**src/rtl/abs_diff_pkg.sv**
```systemverilog
// -----------------------------------------------------------------------------
// abs_diff_pkg
// Purpose : Shared definitions for the abs_diff delta codec path. It holds the
//           decoder state type, the default widths and a saturating step
//           helper that encoder-side checkers use as a golden reference.
// Contents:
//   dec_state_e   decoder FSM states {WAIT_KEY, RUN}
//   DW_DEF/MW_DEF default sample and magnitude widths
//   sat_step()    saturating acc +/- mag at DW_DEF width, returns {ovf, result}
// Configuration: none (wrap behaviour, ABS_DIFF_DEC_WRAP_EN, lives in
//                abs_diff_acc_step).
// -----------------------------------------------------------------------------
package abs_diff_pkg;

    localparam int DW_DEF = 8;
    localparam int MW_DEF = 8;

    typedef enum logic [0:0] {
        WAIT_KEY = 1'b0,
        RUN      = 1'b1
    } dec_state_e;

    // The extra top bit of each intermediate catches carry-out on an add and
    // borrow on a subtract.
    function automatic logic [DW_DEF:0] sat_step(
        input logic [DW_DEF-1:0] acc,
        input logic              sign,
        input logic [MW_DEF-1:0] mag
    );
        logic [DW_DEF:0] wide_acc;
        logic [DW_DEF:0] wide_mag;
        logic [DW_DEF:0] wide_res;
        logic [DW_DEF:0] ret;
        wide_acc = {1'b0, acc};
        wide_mag = (DW_DEF+1)'(mag);
        ret      = {(DW_DEF+1){1'b0}};
        if (sign) begin
            wide_res = wide_acc - wide_mag;
            if (wide_res[DW_DEF]) begin
                ret = {1'b1, {DW_DEF{1'b0}}};
            end else begin
                ret = {1'b0, wide_res[DW_DEF-1:0]};
            end
        end else begin
            wide_res = wide_acc + wide_mag;
            if (wide_res[DW_DEF]) begin
                ret = {1'b1, {DW_DEF{1'b1}}};
            end else begin
                ret = {1'b0, wide_res[DW_DEF-1:0]};
            end
        end
        return ret;
    endfunction

endpackage

```
**src/rtl/abs_diff_acc_step.sv**
```systemverilog
// -----------------------------------------------------------------------------
// abs_diff_acc_step
// Purpose : Combinational accumulator step: result = acc +/- mag, computed one
//           bit wider than the sample so that overflow and underflow are
//           visible. Saturates by default.
// Configuration: `define ABS_DIFF_DEC_WRAP_EN selects modulo-2^DW arithmetic
//           instead of saturation; ovf_o is raised on wrap in either mode.
// Ports:
//   acc_i    in  DW  current accumulator
//   sign_i   in  1   0 = add, 1 = subtract
//   mag_i    in  MW  magnitude, zero-extended to DW
//   result_o out DW  stepped accumulator value
//   ovf_o    out 1   result left the 0..2^DW-1 range (before saturate/wrap)
// -----------------------------------------------------------------------------
module abs_diff_acc_step #(
    parameter int DW = 8,
    parameter int MW = 8
) (
    input  logic [DW-1:0] acc_i,
    input  logic          sign_i,
    input  logic [MW-1:0] mag_i,
    output logic [DW-1:0] result_o,
    output logic          ovf_o
);

    logic [DW:0] mag_w;
    logic [DW:0] sum_w;
    logic [DW:0] diff_w;

    assign mag_w  = (DW+1)'(mag_i);
    assign sum_w  = {1'b0, acc_i} + mag_w;
    assign diff_w = {1'b0, acc_i} - mag_w;

    // Select add/subtract and clamp or wrap the out-of-range result.
    always_comb begin
        result_o = {DW{1'b0}};
        ovf_o    = 1'b0;
        if (sign_i) begin
            // Bit DW of the difference is the borrow: the result went below 0.
            ovf_o = diff_w[DW];
`ifdef ABS_DIFF_DEC_WRAP_EN
            result_o = diff_w[DW-1:0];
`else
            if (diff_w[DW]) begin
                result_o = {DW{1'b0}};
            end else begin
                result_o = diff_w[DW-1:0];
            end
`endif
        end else begin
            ovf_o = sum_w[DW];
`ifdef ABS_DIFF_DEC_WRAP_EN
            result_o = sum_w[DW-1:0];
`else
            if (sum_w[DW]) begin
                result_o = {DW{1'b1}};
            end else begin
                result_o = sum_w[DW-1:0];
            end
`endif
        end
    end

endmodule

```
**src/rtl/abs_diff_delta_decoder.sv**
```systemverilog
// -----------------------------------------------------------------------------
// abs_diff_delta_decoder
// Purpose : Rebuilds a sample stream from (key | sign, magnitude) delta tokens.
//           A frame starts with a keyframe carrying an absolute value; each
//           following delta adds or subtracts a magnitude. The FRAME_LEN-th
//           sample of a frame is flagged with out_last, after which a new
//           keyframe is required.
// Configuration: `define ABS_DIFF_DEC_WRAP_EN for modulo arithmetic in the
//           accumulator step (default saturates).
// Ports:
//   clk        in  1   clock, rising edge
//   rst        in  1   asynchronous active-high reset
//   in_valid   in  1   token valid
//   in_ready   out 1   token accepted on in_valid & in_ready
//   in_key     in  1   keyframe token, in_mag is the absolute value
//   in_sign    in  1   delta direction: 0 add, 1 subtract
//   in_mag     in  MW  magnitude / keyframe value
//   out_valid  out 1   sample valid
//   out_ready  in  1   sample consumed on out_valid & out_ready
//   out_data   out DW  reconstructed sample
//   out_last   out 1   last sample of the frame
//   err_ovf    out 1   sticky, accumulator saturated or wrapped
//   err_nokey  out 1   sticky, delta token seen while waiting for a key
// -----------------------------------------------------------------------------
module abs_diff_delta_decoder
    import abs_diff_pkg::*;
#(
    parameter int DW        = DW_DEF,
    parameter int MW        = MW_DEF,
    parameter int FRAME_LEN = 16
) (
    input  logic          clk,
    input  logic          rst,
    input  logic          in_valid,
    output logic          in_ready,
    input  logic          in_key,
    input  logic          in_sign,
    input  logic [MW-1:0] in_mag,
    output logic          out_valid,
    input  logic          out_ready,
    output logic [DW-1:0] out_data,
    output logic          out_last,
    output logic          err_ovf,
    output logic          err_nokey
);

    localparam int            CW       = $clog2(FRAME_LEN + 1);
    localparam logic [CW-1:0] CNT_ZERO = CW'(0);
    localparam logic [CW-1:0] CNT_ONE  = CW'(1);
    localparam logic [CW-1:0] CNT_LAST = CW'(FRAME_LEN);

    dec_state_e    state_q, state_d;
    logic [DW-1:0] acc_q, acc_d;
    logic [CW-1:0] cnt_q, cnt_d;
    logic          out_valid_q, out_valid_d;
    logic [DW-1:0] out_data_q, out_data_d;
    logic          out_last_q, out_last_d;
    logic          err_ovf_q, err_ovf_d;
    logic          err_nokey_q, err_nokey_d;

    logic          in_ready_s;
    logic          accept_s;
    logic [DW-1:0] mag_ext_s;
    logic [DW-1:0] step_res_s;
    logic          step_ovf_s;
    logic [CW-1:0] cnt_next_s;

    // The single output register can take a new sample whenever it is empty
    // or being drained in this very cycle, which gives 1 token/cycle.
    assign in_ready_s = ~out_valid_q | out_ready;
    assign accept_s   = in_valid & in_ready_s;
    assign mag_ext_s  = DW'(in_mag);

    abs_diff_acc_step #(
        .DW (DW),
        .MW (MW)
    ) u_step (
        .acc_i    (acc_q),
        .sign_i   (in_sign),
        .mag_i    (in_mag),
        .result_o (step_res_s),
        .ovf_o    (step_ovf_s)
    );

    // Next-state logic: FSM, frame counter, accumulator, output stage, flags.
    always_comb begin
        state_d     = state_q;
        acc_d       = acc_q;
        cnt_d       = cnt_q;
        out_valid_d = out_valid_q;
        out_data_d  = out_data_q;
        out_last_d  = out_last_q;
        err_ovf_d   = err_ovf_q;
        err_nokey_d = err_nokey_q;
        cnt_next_s  = cnt_q + CNT_ONE;

        // Drop the sample once consumed; a token accepted below re-fills it.
        if (out_valid_q && out_ready) begin
            out_valid_d = 1'b0;
        end else begin
            out_valid_d = out_valid_q;
        end

        if (accept_s) begin
            case (state_q)
                WAIT_KEY: begin
                    if (in_key) begin
                        acc_d       = mag_ext_s;
                        out_valid_d = 1'b1;
                        out_data_d  = mag_ext_s;
                        out_last_d  = 1'b0;
                        cnt_d       = CNT_ONE;
                        state_d     = RUN;
                    end else begin
                        // Delta without a reference value: discard it.
                        err_nokey_d = 1'b1;
                    end
                end
                RUN: begin
                    if (in_key) begin
                        // Key mid-frame restarts the frame count.
                        acc_d      = mag_ext_s;
                        out_data_d = mag_ext_s;
                        cnt_next_s = CNT_ONE;
                    end else begin
                        acc_d      = step_res_s;
                        out_data_d = step_res_s;
                        if (step_ovf_s) begin
                            err_ovf_d = 1'b1;
                        end else begin
                            err_ovf_d = err_ovf_q;
                        end
                    end
                    out_valid_d = 1'b1;
                    // Frame end is decided at acceptance, not at the output
                    // handshake, so the next token already sees WAIT_KEY.
                    if (cnt_next_s == CNT_LAST) begin
                        out_last_d = 1'b1;
                        cnt_d      = CNT_ZERO;
                        state_d    = WAIT_KEY;
                    end else begin
                        out_last_d = 1'b0;
                        cnt_d      = cnt_next_s;
                        state_d    = RUN;
                    end
                end
                default: begin
                    state_d = WAIT_KEY;
                    cnt_d   = CNT_ZERO;
                end
            endcase
        end else begin
            state_d = state_q;
        end
    end

    // State and output registers with asynchronous reset.
    always_ff @(posedge clk or posedge rst) begin
        if (rst) begin
            state_q     <= WAIT_KEY;
            acc_q       <= {DW{1'b0}};
            cnt_q       <= CNT_ZERO;
            out_valid_q <= 1'b0;
            out_data_q  <= {DW{1'b0}};
            out_last_q  <= 1'b0;
            err_ovf_q   <= 1'b0;
            err_nokey_q <= 1'b0;
        end else begin
            state_q     <= state_d;
            acc_q       <= acc_d;
            cnt_q       <= cnt_d;
            out_valid_q <= out_valid_d;
            out_data_q  <= out_data_d;
            out_last_q  <= out_last_d;
            err_ovf_q   <= err_ovf_d;
            err_nokey_q <= err_nokey_d;
        end
    end

    assign in_ready  = in_ready_s;
    assign out_valid = out_valid_q;
    assign out_data  = out_data_q;
    assign out_last  = out_last_q;
    assign err_ovf   = err_ovf_q;
    assign err_nokey = err_nokey_q;

endmodule

```
**config.mk**
```make
export PLATFORM = sky130hd
export DESIGN_NAME = abs_diff_delta_decoder
export DESIGN_NICKNAME = d
export VERILOG_FILES = /design/src/rtl/abs_diff_pkg.sv /design/src/rtl/abs_diff_acc_step.sv /design/src/rtl/abs_diff_delta_decoder.sv
export SDC_FILE = /design/constraint.sdc
export NUM_CORES = 1
export LEC_CHECK = 0
export ABC_AREA = 1
export CAP_MARGIN = 10
export CORE_ASPECT_RATIO = 1.1
export CORE_UTILIZATION = 55
export CTS_CLUSTER_DIAMETER = 80
export DETAILED_ROUTE_END_ITERATION = 8
export PLACE_DENSITY_LB_ADDON = 0.2
export SLEW_MARGIN = 20
export SYNTH_ARGS = -nofsm -noshare
export SYNTH_HDL_FRONTEND = slang
export SYNTH_HIERARCHICAL = 1
export SYNTH_SLANG_ARGS = --single-unit
```
**constraint.sdc**
```tcl
create_clock -name clk -period 3.7 [get_ports clk]
set_input_delay 0.925 -clock clk [delete_from_list [all_inputs] [get_ports clk]]
set_output_delay 0.925 -clock clk [all_outputs]
set_load 0.05 [all_outputs]
```
==> results.cfg, run 1 <==
[die]
core_area_um2 = 3130
num_rows = 21
floorplan.initialDensity_pct = 59.1
die_y_um = 62.8
fp.dieW_um = 57.3
ioPinCount = 27
dieArea_um2 = 3590

[clocking]
clkTransAtPathRegs_ns = 0.10
cts_buffers = 3
cts_resized = 0
ctsHoldBuffers = 0
cts_tree = done
cts.sink_count = 18
ctsLongestPathBuffers = 2
clk_latency_ns = 0.30
root_buffer = clkbuf_4
htreeDepth = 1
cts_setup_buffers = 0

[global_route]
grt_pass1_vias = 1651
grt_start_max_net_pins = 24
grt_pass1_wl_um = 7070
grt_overflow = 0
antenna_found_initial = 0
grt_usage_pct = 25.1

[power_and_ir_drop]
vdd_drop_max_uv = 364
pwr-share-comb_pct = 64.4
power.share.clock_pct = 10.3
sw_frac_of_total_pct = 51.8
pwr-share-seq_pct = 25.2
power_per_cell_area_nw_per_um2 = 552
p_sw_mw = 0.608
cellLeakagePower_nw = 1.16
p_int_mw = 0.565

[synth]
ys_ff_latch = 18
yosysSeqAreaShare_pct = 24.4
netlist_area_um2 = 1850
yosysWarnings = 6
synth.net_count = 314
synth.distinct_cells = 31
syn_area_per_cell_um2 = 6.57
syn_inst = 281

[timing]
clock.fmax_mhz = 310
fin_worst_skew_ns = 0.00491
setup_violations = 0
worstMarginPinSlew_ns = 0.861
timing.final.max_slew_violations = 0
hold_viol_final = 0
final.setup.worst_slack_ns = 0.476
min_period_ns = 3.22
finalCritPeriodShare_pct = 87.1
maxSlewHeadroom_pct = 42.6
finalSetupTns_ns = 0
grt_setup_unrepaired = no

[setup_path]
worstPathRequired_ns = 2.77
cpPeakStageDelay_ns = 0.80
setup.worst_path.start_class = input pin
arrival_ns = 2.30
r2r_setup_slack_ns = 1.49
path_cells = clkdlybuf4s50_1, inv_2, nand2_4, clkdlybuf4s50_1
reg2reg_from = out_data[0]
rr_worst_depth = 12
crit_buf_inv = 3
cp-end-kind = output port
reg2reg_to = out_data[3]
cp_max_fo = 3
cpMaxStageDelayCell = clkdlybuf4s50_1
crit_family = buffers and inverters
criticalPathCategory = input pin to output port
cpMostUsedCell = clkdlybuf4s50_1

[min_path]
worst_hold_path.endpoint = err_nokey
hold_start = err_nokey
hp-class = flop to flop
hold_path_depth = 1

[final_layout]
drive_above_1_share_pct = 7.57
multiInputGateArea_um2 = 1130
areaGrowthSynthToFinish_pct = 15.1
diodes = 0
fin_cells = 338
n_fill_cell = 288
nNetsFinal = 338
seq_area_um2 = 450

[routing]
wl_per_cell_um = 11.9
drcViolationCount = 0
via_count = 1798
drt-initial-drc-count = 78
postRouteAntennaNets = 0
drtPass1Iterations = 4
viasPerCell = 5.32
wl_um = 4040

[flow_run]
drv_cap = 0

[placed_design]
portBuffers = 26
place_hpwl_um = 3220
place_congestion = 0.841
dpl_worst_slack_ns = 0.474
dp_cells = 334

[outcome]
outcome = finished clean
-- layout make-up --
type	count	share of cell area [%]
Clock buffer	4	1.71
Inverter	54	9.53
Multi-Input combinational cell	202	53.3
Sequential cell	18	21.2
Tap cell	34	2.00
Timing Repair Buffer	26	12.2
-- power by group through the flow --
stage	Combinational [mW]	Sequential, mW	Clock [mW]
6_report	0.756	0.296	0.121
3_5_place_dp	0.752	0.300	0
5_1_grt	0.845	0.304	0.128
4_1_cts	0.756	0.296	0.123
2_1_floorplan	0.468	0.403	0
3_3_place_gp	0.738	0.298	0
-- how the worst max path moves through the flow --
stage,startpoint,endpoint,cells after the start
4_1_cts,out_ready,in_ready,4
6_report,out_ready,in_ready,4
5_1_grt,out_ready,in_ready,4
3_5_place_dp,out_ready,in_ready,4
2_1_floorplan,in_mag[0],out_data[1],10
3_3_place_gp,out_ready,in_ready,4
-- flip-flops by register name, summed over array words and instances (netlist names) --
register,cells
cnt_q,5
err_nokey,1
err_ovf,1
out_data,8
out_last,1
out_valid,1
state_q,1
-- logic make-up (layout without fill, tap and decap cells) --
| kind of cell | Yosys count | after routing | share of synthesized area, % |
|---|---|---|---|
| AOI/OAI and AO/OA | 44 | 44 | 14.8 |
| DFF | 18 | 18 | 24.4 |
| and+or+nand+nor | 139 | 139 | 32.9 |
| buffers and inverters | 61 | 84 | 14.2 |
| adders and majority gates | 19 | 19 | 13.7 |
-- synthesized netlist by cell type --
library cell | n | share of area [%]
a21oi_1 | 10 | 2.7
a21oi_2 | 1 | 0.47
a21oi_4 | 1 | 0.88
a22o_1 | 1 | 0.47
a31o_2 | 1 | 0.47
buf_2 | 2 | 0.54
buf_6 | 4 | 2.4
clkbuf_2 | 1 | 0.27
clkinv_1 | 1 | 0.20
dfrtp_1 | 18 | 24
fa_1 | 2 | 2.2
ha_1 | 17 | 12
inv_1 | 48 | 9.8
inv_2 | 5 | 1.0
nand2_1 | 84 | 17
nand2_2 | 2 | 0.68
nand2_4 | 3 | 1.8
nand3_1 | 30 | 8.1
nand3_2 | 1 | 0.54
nand3b_1 | 1 | 0.41
nand4_1 | 2 | 0.68
nor2_1 | 14 | 2.8
nor2_2 | 2 | 0.68
o211ai_2 | 1 | 0.68
o21ai_0 | 5 | 1.4
o21ai_1 | 18 | 4.9
o21ai_2 | 1 | 0.47
o21ai_4 | 1 | 0.88
o21bai_1 | 2 | 0.81
o22ai_1 | 1 | 0.34
o31ai_1 | 1 | 0.41
-- layout by cell type (no fill, tap or decap), drive strengths merged --
cell type       n
clkdlybuf4s50  26
inv            53
a31o            1
o21ai          25
nor2           16
o31ai           1
o211ai          1
dfrtp          18
a22o            1
o21bai          2
nand3          31
nand3b          1
nand2          89
a21oi          12
clkinv          1
ha             17
nand4           2
fa              2
o22ai           1
clkbuf          4
-- through the flow --
stage / total power [mW] / hold WS (ns) / cell area, µm² / utilization, %
floorplan: 0.870 / 0.449 / 1850 / -
finish: 1.17 / 0.478 / 2130 / 68.0
CTS: 1.18 / 0.486 / 2130 / 68.0
global placement: 1.04 / 0.458 / 2090 / 66.8
detailed placement: 1.05 / 0.463 / 2090 / 66.8
global route: 1.28 / 0.493 / 2130 / 68.0
-- layer usage --
metal	vias to the layer above	wire length (µm)	part of all wire, %	global-route usage (%)
li1	935	-	-	-
met1	823	1890	47	34.2
met2	33	1990	49	42.2
met3	7	99	2.5	0.621
met4	0	61	1.5	9.45
met5	-	0	0	0
(Power assumes the default switching activity.)
==> run 2, diff against run 1 <==
CORE_MARGIN = 2   (was unset)
CORE_UTILIZATION = 50   (was 55)
PLACE_DENSITY = 0.77   (was unset)
PLACE_DENSITY_LB_ADDON = unset   (was 0.2)
clock period = 2.9 ns   (was 3.7 ns; I/O delays follow)
==> run 2 against run 1 <==
  * Via count decreased by 1.3%
  * Register-to-register slack got worse by 0.72 ns
  * Clock skew decreased by 0.0021 ns
  * Combinational power increased by 29%
  * Routed wire length decreased by 1.3%
  * Sequential power increased by 27%
==> results.cfg, run 2 (synthesis results as in run 1) <==
[placed_design]
portBuffers = 26
place_hpwl_um = 3190
placed_area_um2 = 2160
place_congestion = 0.855

[power_and_ir_drop]
power.share.clock_pct = 13.1
p_total_mw = 1.56
sw_frac_of_total_pct = 50.0
p_int_mw = 0.778
cellLeakagePower_nw = 1.20
vdd_drop_max_uv = 477
pwr-share-seq_pct = 24.1
pwr-share-comb_pct = 62.8
power_per_cell_area_nw_per_um2 = 704
p_sw_mw = 0.779

[setup_path]
setup.worst_path.start_class = input pin
criticalPathCategory = input pin to flop
cpMaxStageDelayCell = clkdlybuf4s50_1
cp_max_fo = 9
cp-end-kind = flop
arrival_ns = 2.77
reg2reg_from = out_data[0]
rr_worst_depth = 10
cpPeakStageDelay_ns = 0.45
crit_buf_inv = 1
path_cells = clkdlybuf4s50_1, ha_1, fa_1, nand2_1, nand3_2, nand2_2, nor2_2, o21ai_4, nand3_1, o21ai_1, o21ai_1
worstSetupStartpoint = in_mag[0]
crit_family = adder cells
cpMostUsedCell = o21ai_1
cp.depth = 11
worstPathRequired_ns = 3.04

[final_layout]
postLayoutCellArea_um2 = 2210
final_core_util_pct = 61.5
final_cell_mix = 84 x nand2_1, 48 x inv_1, 30 x nand3_1
seq_area_um2 = 450
areaGrowthSynthToFinish_pct = 19.8
diodes = 0
final_common_cell = nand2_1
nNetsFinal = 343
largest_reg_flops = 8
n_fill_cell = 341
drive_above_1_share_pct = 9.39
multiInputGateArea_um2 = 1130

[routing]
wl_per_cell_um = 11.1
wl_um = 3990
drt-initial-drc-count = 176
viasPerCell = 4.94
postRouteAntennaNets = 0
top_layer_used = met4
drt-met1-wl_um = 1880
wl_met2_um = 1920
met3WireLength_um = 140
via_count = 1774
drcViolationCount = 0
drtPass1Iterations = 4

[clocking]
clk_latency_ns = 0.26
cts_buffers = 3
htreeDepth = 1
root_buffer = clkbuf_8
cts.sink_count = 18
cts_resized = 0
cts_setup_buffers = 0
ctsLongestPathBuffers = 2
cts_tree = done
clkTransAtPathRegs_ns = 0.07
ctsHoldBuffers = 0

[min_path]
hold_start = err_nokey
hold_path_depth = 1
hp-class = flop to flop

[outcome]
outcome = finished clean

[timing]
min_period_ns = 2.62
setup_violations = 0
hold_viol_final = 0
hold_ws_ns = 0.480
worstMarginPinSlew_ns = 0.670
fin_worst_skew_ns = 0.00280
finalCritPeriodShare_pct = 90.5
grt_setup_unrepaired = no
timing.final.max_slew_violations = 0
finalSetupTns_ns = 0
clock.fmax_mhz = 381
maxSlewHeadroom_pct = 55.3

[global_route]
grt_start_max_net_pins = 24
grt_pass1_wl_um = 6820
grt_overflow = 0
grt_pass1_vias = 1643
grt_usage_pct = 21.2
antenna_found_initial = 0

[die]
dieArea_um2 = 4200
num_rows = 23
fp.dieW_um = 61.9
core_area_um2 = 3600
floorplan.initialDensity_pct = 51.3
ioPinCount = 27
die_y_um = 67.7

[flow_run]
drv_cap = 0
run 2: power by group through the flow:
stage,Sequential [mW],Clock [mW],Combinational [mW]
after floorplan,0.514,0,0.597
after global placement,0.380,0,0.968
after detailed placement,0.380,0,0.974
after CTS,0.376,0.208,0.980
after global routing,0.387,0.222,1.09
final,0.375,0.205,0.978
run 2: final cells by class:
type	instances	share of cell area, %
flip-flops and latches	18	20.4
inverters	54	9.16
multi-input cells	202	51.2
well taps	50	2.83
repair buffers	31	13.9
clock buffers	4	2.49
run 2: layer usage:
metal | GRT usage, % | vias to the layer above
li1 | - | 947
met1 | 28.9 | 782
met2 | 35.5 | 40
met3 | 1.15 | 5
met4 | 6.65 | 0
met5 | 0 | -
run 2: worst paths after layout:
check | to | slack, ns
worst max-delay path | out_data[5] | 0.28
worst min-delay path | err_nokey | 0.48
worst max register to register | out_data[5] | 0.77
worst min register to register | err_nokey | 0.48
max in group asynchronous | out_data[0] | 1.61
min in group asynchronous | err_ovf | 0.86
run 2: metrics by stage:
stage               std cells  worst slack [ns]
floorplan                 281             0.676
global placement          355            0.0631
detailed placement        355            0.0251
CTS                       359             0.283
global route              359            0.0812
finish                    359             0.276
==> run 3, diff against run 2 <==
CORE_UTILIZATION = 55   (was 50)
PLACE_DENSITY = 0.81   (was 0.77)
clock period = 3.12 ns   (was 2.9 ns; I/O delays follow)
==> run 3 against run 2 <==
  * Final cell count decreased by 5.3%
  * Combinational power decreased by 7.5%
  * Sequential share of layout area increased by 0.89 points
  * Critical path depth increased by 1
  * Critical path type unchanged
  * Critical endpoint is now out_data[3]
==> results.cfg, run 3 (synthesis results as in run 1) <==
[timing]
fin_worst_skew_ns = 0.00654
hold_viol_final = 0
timing.final.max_slew_violations = 0
hold_ws_ns = 0.490
finalSetupTns_ns = 0
clock.fmax_mhz = 381
setup_violations = 0
min_period_ns = 2.62
maxSlewHeadroom_pct = 54.7
worstMarginPinSlew_ns = 0.678
finalCritPeriodShare_pct = 84.1
grt_setup_unrepaired = no
final.setup.worst_slack_ns = 0.496

[global_route]
grt_usage_pct = 24.5
grt_pass1_wl_um = 7450
grt_start_max_net_pins = 22
antenna_found_initial = 0
grt_pass1_vias = 1718
grt_overflow = 0

[final_layout]
largest_reg_flops = 8
n_fill_cell = 308
diodes = 0
nNetsFinal = 339
postLayoutCellArea_um2 = 2120
final_core_util_pct = 64.7
drive_above_1_share_pct = 7.89
final_common_cell = nand2_1
final_cell_mix = 84 x nand2_1, 48 x inv_1, 30 x nand3_1
areaGrowthSynthToFinish_pct = 14.8
fin_cells = 340

[routing]
postRouteAntennaNets = 0
drt-initial-drc-count = 86
wl_um = 4120
drtPass1Iterations = 4
viasPerCell = 5.27
wl_per_cell_um = 12.1
via_count = 1792
drcViolationCount = 0

[clocking]
cts_tree = done
cts_buffers = 3
ctsHoldBuffers = 0
clk_latency_ns = 0.29
clkTransAtPathRegs_ns = 0.09
ctsLongestPathBuffers = 2
htreeDepth = 1
cts_setup_buffers = 0
root_buffer = clkbuf_4
cts.sink_count = 18
cts_resized = 0

[placed_design]
place_congestion = 0.933
place_hpwl_um = 3370
dpl_worst_slack_ns = 0.195
placed_area_um2 = 2100
portBuffers = 26
dp_cells = 337

[power_and_ir_drop]
p_total_mw = 1.37
cellLeakagePower_nw = 1.16
power_per_cell_area_nw_per_um2 = 646
vdd_drop_max_uv = 424

[die]
dieArea_um2 = 3840
core_area_um2 = 3280
die_y_um = 64.8
ioPinCount = 27
num_rows = 22
floorplan.initialDensity_pct = 56.4
fp.dieW_um = 59.3

[min_path]
hold_start = cnt_q[4]
hp-class = flop to flop

[setup_path]
arrival_ns = 2.85
worstSetupStartpoint = in_mag[0]
reg2reg_from = out_data[0]
criticalPathCategory = input pin to flop
worstPathRequired_ns = 3.34
cp-end-kind = flop
setup.worst_path.start_class = input pin
cp_max_fo = 6

[flow_run]
drv_cap = 0

[outcome]
outcome = finished clean
[run 3: cell type report]
| class | count | area, µm² | area share (%) |
|---|---|---|---|
| Clock buffer | 3 | 22.5 | 1.06 |
| Inverter | 54 | 203 | 9.56 |
| Timing Repair Buffer | 27 | 265 | 12.5 |
| Tap cell | 36 | 45.0 | 2.13 |
| Sequential cell | 18 | 450 | 21.3 |
| Multi-Input combinational cell | 202 | 1130 | 53.5 |
[run 3: where the power goes]
part	internal, mW	switching, mW
Sequential	0.284	0.0652
Clock	0.0449	0.0710
Combinational	0.316	0.589
[run 3: path summary, 6_finish.rpt]
kind,cells after the start,slack (ns),to
setup reg to reg,12,0.98,out_data[3]
hold / removal,2,0.49,cnt_q[4]
min in group asynchronous,2,0.87,out_valid
max in group asynchronous,2,1.81,cnt_q[0]
setup / recovery,12,0.50,out_data[3]
hold reg to reg,2,0.49,cnt_q[4]
[run 3: metal layers]
| layer | routed length (µm) | vias up | global-route usage, % | part of all wire [%] |
|---|---|---|---|---|
| met5 | 0 | - | 0 | 0 |
| met2 | 1970 | 49 | 40.8 | 48 |
| met3 | 180 | 8 | 3.19 | 4.4 |
| met4 | 65 | 0 | 9.38 | 1.6 |
| li1 | - | 934 | - | - |
| met1 | 1910 | 801 | 31.5 | 46 |
[run 3: critical path: stages]
cell,delay [ns]
clkdlybuf4s50_1,0.45
ha_1,0.23
fa_1,0.39
inv_1,0.09
nand3_1,0.08
nand2_1,0.14
nand2_2,0.09
a21oi_4,0.20
nand3_1,0.12
nand3_1,0.09
o21ai_1,0.07
o21ai_1,0.12
